===== src/rtl/input_pingpong_buffer.sv =====
`default_nettype none
// ============================================================================
// Module      : input_pingpong_buffer
// Description : Double-banked (ping-pong) input buffer. The writer fills one
//               bank sequentially through a valid/ready handshake while the
//               reader random-accesses the other, completed bank and then
//               releases it back to the writer. Tracks per-bank frame length
//               and flags reads beyond the frame end.
// Revision    : 1.0 - initial release
// ============================================================================
module input_pingpong_buffer #(
  parameter int BUF_DATA_WIDTH = 16,
  parameter int BUF_DEPTH      = 16,
  parameter int BUF_ADDR_WIDTH = $clog2(BUF_DEPTH)
) (
  input  logic                             clk,
  input  logic                             rst_n,
  // writer side
  input  logic                             wr_valid,
  output logic                             wr_ready,
  input  logic signed [BUF_DATA_WIDTH-1:0] wr_data,
  input  logic                             wr_last,
  // reader side
  output logic                             rd_avail,
  output logic        [BUF_ADDR_WIDTH:0]   rd_len,
  input  logic                             rd_en,
  input  logic        [BUF_ADDR_WIDTH-1:0] rd_addr,
  output logic signed [BUF_DATA_WIDTH-1:0] rd_data,
  output logic                             rd_valid,
  output logic                             rd_oor,
  input  logic                             rd_release
);

  // Index of the last word in a bank; reaching it closes the bank.
  localparam logic [BUF_ADDR_WIDTH-1:0] c_LAST_ADDR = BUF_ADDR_WIDTH'(BUF_DEPTH - 1);
  localparam logic [BUF_ADDR_WIDTH:0]   c_LEN_ONE   = (BUF_ADDR_WIDTH + 1)'(1);

  // --------------------------------------------------------------------------
  // Storage and control state
  // --------------------------------------------------------------------------
  logic signed [BUF_DATA_WIDTH-1:0] r_mem [2][BUF_DEPTH];

  logic                      r_wr_bank;
  logic                      r_rd_bank;
  logic [BUF_ADDR_WIDTH-1:0] r_wr_cnt;
  logic [1:0]                r_full;
  logic [BUF_ADDR_WIDTH:0]   r_len [2];

  // --------------------------------------------------------------------------
  // Handshake decode
  // --------------------------------------------------------------------------
  logic                    w_wr_fire;
  logic                    w_wr_close;
  logic [BUF_ADDR_WIDTH:0] w_wr_len_next;
  logic                    w_rd_fire;
  logic                    w_rd_in_range;
  logic                    w_rel_fire;

  assign wr_ready = ~r_full[r_wr_bank];
  assign rd_avail = r_full[r_rd_bank];
  assign rd_len   = r_len[r_rd_bank];

  assign w_wr_fire     = wr_valid & wr_ready;
  // A bank closes either on an explicit frame end or when its last slot fills.
  assign w_wr_close    = w_wr_fire & (wr_last | (r_wr_cnt == c_LAST_ADDR));
  assign w_wr_len_next = {1'b0, r_wr_cnt} + c_LEN_ONE;

  assign w_rd_fire     = rd_en & rd_avail;
  assign w_rd_in_range = ({1'b0, rd_addr} < rd_len);
  assign w_rel_fire    = rd_release & rd_avail;

  // --------------------------------------------------------------------------
  // Bank storage write port (contents are not reset)
  // --------------------------------------------------------------------------
  always_ff @(posedge clk) begin
    if (w_wr_fire) begin
      r_mem[r_wr_bank][r_wr_cnt] <= wr_data;
    end
  end

  // --------------------------------------------------------------------------
  // Writer pointer: word count within the bank and the bank being filled
  // --------------------------------------------------------------------------
  always_ff @(posedge clk or negedge rst_n) begin
    if (!rst_n) begin
      r_wr_cnt  <= '0;
      r_wr_bank <= 1'b0;
    end else if (w_wr_close) begin
      r_wr_cnt  <= '0;
      r_wr_bank <= ~r_wr_bank;
    end else if (w_wr_fire) begin
      r_wr_cnt  <= r_wr_cnt + 1'b1;
    end
  end

  // --------------------------------------------------------------------------
  // Bank ownership: full flags and frame lengths.
  // The writer only closes a non-full bank and the reader only releases a
  // full one, so a close and a release in the same cycle always address
  // different banks and both take effect.
  // --------------------------------------------------------------------------
  always_ff @(posedge clk or negedge rst_n) begin
    if (!rst_n) begin
      r_full   <= 2'b00;
      r_len[0] <= '0;
      r_len[1] <= '0;
    end else begin
      if (w_wr_close) begin
        r_full[r_wr_bank] <= 1'b1;
        r_len[r_wr_bank]  <= w_wr_len_next;
      end
      if (w_rel_fire) begin
        r_full[r_rd_bank] <= 1'b0;
        r_len[r_rd_bank]  <= '0;
      end
    end
  end

  // --------------------------------------------------------------------------
  // Reader bank pointer: advances on release
  // --------------------------------------------------------------------------
  always_ff @(posedge clk or negedge rst_n) begin
    if (!rst_n) begin
      r_rd_bank <= 1'b0;
    end else if (w_rel_fire) begin
      r_rd_bank <= ~r_rd_bank;
    end
  end

  // --------------------------------------------------------------------------
  // Registered read port. The read samples the current reader bank, so a
  // read issued together with a release still sees the outgoing bank.
  // Out-of-frame reads return zero and raise rd_oor; idle cycles keep the
  // last rd_data.
  // --------------------------------------------------------------------------
  always_ff @(posedge clk or negedge rst_n) begin
    if (!rst_n) begin
      rd_data  <= '0;
      rd_valid <= 1'b0;
      rd_oor   <= 1'b0;
    end else if (w_rd_fire) begin
      rd_valid <= 1'b1;
      if (w_rd_in_range) begin
        rd_data <= r_mem[r_rd_bank][rd_addr];
        rd_oor  <= 1'b0;
      end else begin
        rd_data <= '0;
        rd_oor  <= 1'b1;
      end
    end else begin
      rd_valid <= 1'b0;
      rd_oor   <= 1'b0;
    end
  end

endmodule
`default_nettype wire


===== config.mk =====
export PLATFORM = sky130hd
export DESIGN_NAME = input_pingpong_buffer
export DESIGN_NICKNAME = d
export VERILOG_FILES = /design/src/rtl/input_pingpong_buffer.sv
export SDC_FILE = /design/constraint.sdc
export NUM_CORES = 1
export LEC_CHECK = 0
export ABC_AREA = 1
export CORE_ASPECT_RATIO = 1.2
export CORE_UTILIZATION = 55
export DETAILED_ROUTE_END_ITERATION = 16
export DONT_BUFFER_PORTS = 1
export PLACE_DENSITY = 0.7
export SYNTH_ARGS = -nofsm -noshare
export SYNTH_HDL_FRONTEND = slang
export SYNTH_SLANG_ARGS = --single-unit

===== constraint.sdc =====
create_clock -name clk -period 3.3 [get_ports clk]
set_input_delay 0.495 -clock clk [delete_from_list [all_inputs] [get_ports clk]]
set_output_delay 0.495 -clock clk [all_outputs]
set_load 0.02 [all_outputs]

# Word level (Yosys, flattened, before mapping)
# Memories as Yosys holds them, arrays and structs flattened.
# Index checks and enable logic that the tools add are counted.
# totals
ff_bits	36
ramBits	512
input_bits	26
word_cells	81
memories	1
# op_classes
n_addsub	2
magnitude_cmp	12
eq_ne	1
n_mux	33
bitwise	17
n_reduce_logical	6
# mem_list
name	depth	word_bits	read_ports	rd_ports_with_merged_regs	write_ports	line	rtl
r_mem	2	256	1	0	1	41	logic signed [BUF_DATA_WIDTH-1:0] r_mem [2][BUF_DEPTH];
# ops
cell	count
256-bit 2-to-1 mux	1
16-bit binary-select mux with 4-bit select	1
16-bit demux with 4-bit select	1
16-bit 2-to-1 mux	4
5-bit 2-to-1 mux	5
10-bit 2-to-1 mux	2
10-bit AND	1
10-bit bitwise mux	1
5-bit demux with 1-bit select	2
5-bit greater-or-equal comparator (second input constant)	2
1-bit 2-to-1 mux	10
10-bit inverter	1
4-bit inverter with 5-bit output	2
4-bit 2-to-1 mux	2
4-bit by 1-bit adder with 5-bit output (second input constant)	1
1-bit logical AND	5
4-bit by 5-bit < comparator with 1-bit output	1
5-bit by 1-bit < comparator with 1-bit output (second input constant)	1
4-bit by 1-bit adder with 4-bit output (second input constant)	1
1-bit AND	4
4-bit == test (second input constant)	1
2-bit greater-or-equal comparator (second input constant)	2
1-bit by 2-bit < comparator with 1-bit output (second input constant)	2
2-bit by 1-bit < comparator with 1-bit output (second input constant)	2
other kinds (10)	16

# Depth between registers and ports, before layout
# logic_depth
depth_word	9
ltp_mapped	13
ltp_nobuf	10

# Worst setup path after synthesis
# OpenSTA, ideal clock, no wires.
# synth_path
path_type	register to register
from	register r_wr_bank
to	memory r_mem[0][128] (netlist bit), enable pin
t_arrival_ns	2.387
t_required_ns	2.891
path_slack_ns	0.504
stages_incl_launch_ff	9
n_path_buf	2
cell_sequence	dfrtp_1 > buf_6 > inv_6 > o21ai_2 > nand2_1 > inv_2 > buf_4 > nand2_1 > nor3_1
# synth_via
elab_chain_len	6
# synth_lines
element	line	rtl
start, declared	43	logic r_wr_bank;
start signal, assigned	90	r_wr_bank <= ~r_wr_bank;
1-bit 2-to-1 mux (not written as such) (2 in series)	59	assign wr_ready = ~r_full[r_wr_bank];
1-bit inverter	59	
via wr_ready	20	output logic wr_ready,
1-bit AND	63	assign w_wr_fire = wr_valid & wr_ready;
1-bit 2-to-1 mux	76	if (w_wr_fire) begin
256-bit 2-to-1 mux (not written as such)	77	r_mem[r_wr_bank][r_wr_cnt] <= wr_data;
end, declared	41	
# The timed path passes the listed nets, and every way through them passes these cells. The select of a mux whose other input is x is not followed.

# Final worst setup path
# layout_path
from	register r_rd_bank
to	output port rd_len[0]
# layout_via
elab_chain_len	4
# layout_lines
element	line	rtl
start, declared	44	logic r_rd_bank;
start signal, assigned	126	r_rd_bank <= ~r_rd_bank;
1-bit inverter with 2-bit output (not written as such)	61	assign rd_len = r_len[r_rd_bank];
5-bit 2-to-1 mux (not written as such) (3 in series)	61	
end, declared	25	output logic [BUF_ADDR_WIDTH:0] rd_len,
# Every way passes these cells. The select of a mux whose other input is x is not followed.

==> results.toml <==
[worst_setup_path]
cp_data_required_time_ps = 2800
crit_type = "register to primary output"
startpoint = "r_rd_bank$_DFFE_PN0P_"
reg2reg_depth = 10
cp_data_arrival_time_ps = 2090
startpoint_type = "register"
path_max_fanout = 53
reg2reg_from = "r_rd_bank$_DFFE_PN0P_"
worstReg2RegEnd = "rd_data[2]$_DFFE_PN0P_"
cp-end-kind = "primary output"
rrSetupSlack_ps = 770
cp-endpoint = "rd_len[0]"

[final_layout]
final_cell_mix = "nand2_1 (693), edfxtp_1 (512), nand3_1 (426)"
drive_gt1_share_pct = 8.78
antenna_cells = 0
final_net_count = 1943
syn2layout_area_growth_pct = 10.4
n_fill_cell = 3009
postLayoutCoreUtil_pct = 62.0
final_common_cell = "nand2_1"

[timing]
hold_violations = 0
finalCritPeriodShare_pct = 78.4
relSlewSlack_pct = 30.1
drv_slew = 0
period_needed_ps = 2590
rsz0062_at_grt = "no"
fin_skew_ps = 19.7
setup_viol_count_final = 0
fmax_ghz = 0.387
setup_tns_ps = 0
worst_pin_slew_ps = 1050

[cts]
cts_tree = "built"
clk_path_buf_depth = 3
cts_buffers = 52
cts-root-buf = "clkbuf_16"
clkTransAtPathRegs_ps = 60
cts_sinks = 548
cts_max_level = 2
clk_latency_ps = 580

[job]
maxCapViolCount = 0

[logic_synthesis]
syn_nets = 1950
synth-seq-area-share_pct = 72.6
synth_seq_cells = 548
syn_area_um2 = 22400
syn_area_per_cell_um2 = 11.7
yosysWarnings = 0
synth_cell_type_count = 30
syn_inst = 1917

[route]
post_drt_via_cell_ratio = 5.90
ant_nets = 0
wirelength_um = 55700
wl_per_cell_um = 22.4
num_vias = 14600
drc = 0
first_pass_iters = 6
drt_iter0_drc = 1912

[power_and_ir_drop]
ir_drop_mv = 0.354
leakagePower_nw = 9.02
power.density_nw_per_um2 = 558

[floorplan]
start_util_pct = 56.1
rows = 80
coreArea_um2 = 39900
io_pins = 51
dieHeight_um = 223
dieArea_um2 = 41600
die_width_um = 186

[global_route]
met1_usage_pct = 37.8
grt_max_degree = 192
grt_overflow_total = 0
grt_busiest_layer = "met2"
grt_pass1_vias = 14200
antenna_found_initial = 2
gr-usage-all-layers_pct = 27.5
grt_use_met2_pct = 42.9
grt_first_pass_wirelength_um = 84000
use_met3_pct = 5.35

[place]
place.gp.congestion = 0.811
port_buffers = 0
hpwl_um = 29800

[hold_path]
hp-class = "primary input to register"

[status]
status = "finished, final reports clean"
[worst max-delay path: stages (launching register included)]
cell	delay (ps)
dfrtp_4	620
buf_4	540
nand2_2	120
nand2_1	210
[area by class of cell]
| type | count | area (um2) | share of cell area [%] |
|---|---|---|---|
| Timing Repair Buffer | 55 | 505 | 2.04 |
| Clock inverter | 23 | 243 | 0.981 |
| Tap cell | 533 | 667 | 2.69 |
| Clock buffer | 69 | 1440 | 5.80 |
| Inverter | 31 | 131 | 0.531 |
| Sequential cell | 548 | 16300 | 65.8 |
| Multi-Input combinational cell | 1222 | 5490 | 22.2 |
[registers in the layout, summed over array words and instances, names as in the netlist]
| signal | count |
|---|---|
| r_rd_bank | 1 |
| r_wr_bank | 1 |
| rd_oor | 1 |
| r_wr_cnt | 4 |
| r_mem | 512 |
| r_full | 2 |
| r_len | 10 |
| rd_valid | 1 |
| rd_data | 16 |
[synth_stat cells]
library cell / number / area [um2]
nor3_1: 24 / 120
o22ai_1: 2 / 12.5
inv_6: 1 / 8.76
a21oi_2: 1 / 8.76
buf_6: 6 / 67.6
inv_4: 1 / 6.26
edfxtp_1: 512 / 15400
nand3_1: 426 / 2130
or2_2: 1 / 6.26
clkbuf_1: 14 / 52.6
xor2_1: 2 / 17.5
a21oi_1: 11 / 55.1
buf_4: 22 / 165
inv_2: 6 / 22.5
o21ai_0: 9 / 45.0
o21ai_2: 3 / 26.3
ha_1: 7 / 87.6
nor2_1: 14 / 52.6
nand2_4: 1 / 11.3
nor3_2: 1 / 10.0
nand2_1: 693 / 2600
nand2_2: 3 / 18.8
buf_1: 10 / 37.5
o21a_1: 1 / 7.51
o21ai_1: 4 / 20.0
nor2_4: 3 / 33.8
buf_2: 64 / 320
nand4_1: 16 / 100
dfrtp_1: 36 / 901
inv_1: 23 / 86.3
[power by group]
group	internal [W]	switching [W]
Sequential	0.00759	0
Clock	0.00343	0.00247
Combinational	0.0000986	0.000207
Total	0.0111	0.00268
[metal layers]
metal / share of wire [%] / routed length, um / vias up
met1: 38 / 21200 / 7099
met4: 4.3 / 2380 / 0
met5: 0 / 0 / -
met3: 9.9 / 5500 / 138
met2: 48 / 26600 / 709
li1: - / - / 6695
[per-stage QoR]
| stage | std cells | setup WS [ps] | cell area [um2] | hold slack [ps] | total power, W |
|---|---|---|---|---|---|
| floorplan | 1917 | 504 | 22400 | 199 | 0.00796 |
| global placement | 2381 | 871 | 23000 | 201 | 0.00802 |
| detailed placement | 2381 | 837 | 23000 | 201 | 0.00802 |
| CTS | 2480 | 697 | 24700 | 0.140 | 0.0139 |
| global route | 2481 | 595 | 24700 | 0.468 | 0.0141 |
| finish | 2481 | 713 | 24700 | 20.7 | 0.0138 |
[worst min path at each step]
stage | start | end | slack, ps | cells past startpoint
floorplan | rst_n | r_full[0]$_DFF_PN0_ | 200 | 0
global placement | rst_n | r_full[0]$_DFF_PN0_ | 200 | 0
detailed placement | rst_n | r_full[0]$_DFF_PN0_ | 200 | 0
CTS | wr_data[8] | r_mem[0][200]$_DFFE_PP_ | 0.1 | 0
global route | wr_data[15] | r_mem[1][159]$_DFFE_PP_ | 0.5 | 0
finish | wr_data[15] | r_mem[1][223]$_DFFE_PP_ | 20 | 0
[cell families (layout without fill, tap and decap cells)]
logic type,Yosys count,in the layout,share of synthesized area (%)
AO/OA/AOI/OAI,31,31,0.782
XOR/XNOR,2,2,0.0782
adder cells (fa/ha/maj),7,7,0.391
buffers and inverters,147,178,3.42
flip-flops,548,548,72.6
AND/OR/NAND/NOR,1182,1182,22.7
[what timing repair did]
item,CTS,global route
setup buffers,0,0
endpoints found under the setup margin,0,0
gates resized for setup,0,0
hold buffers,7,1
endpoints found under the hold margin,51,1
(Power assumes the default switching activity.)
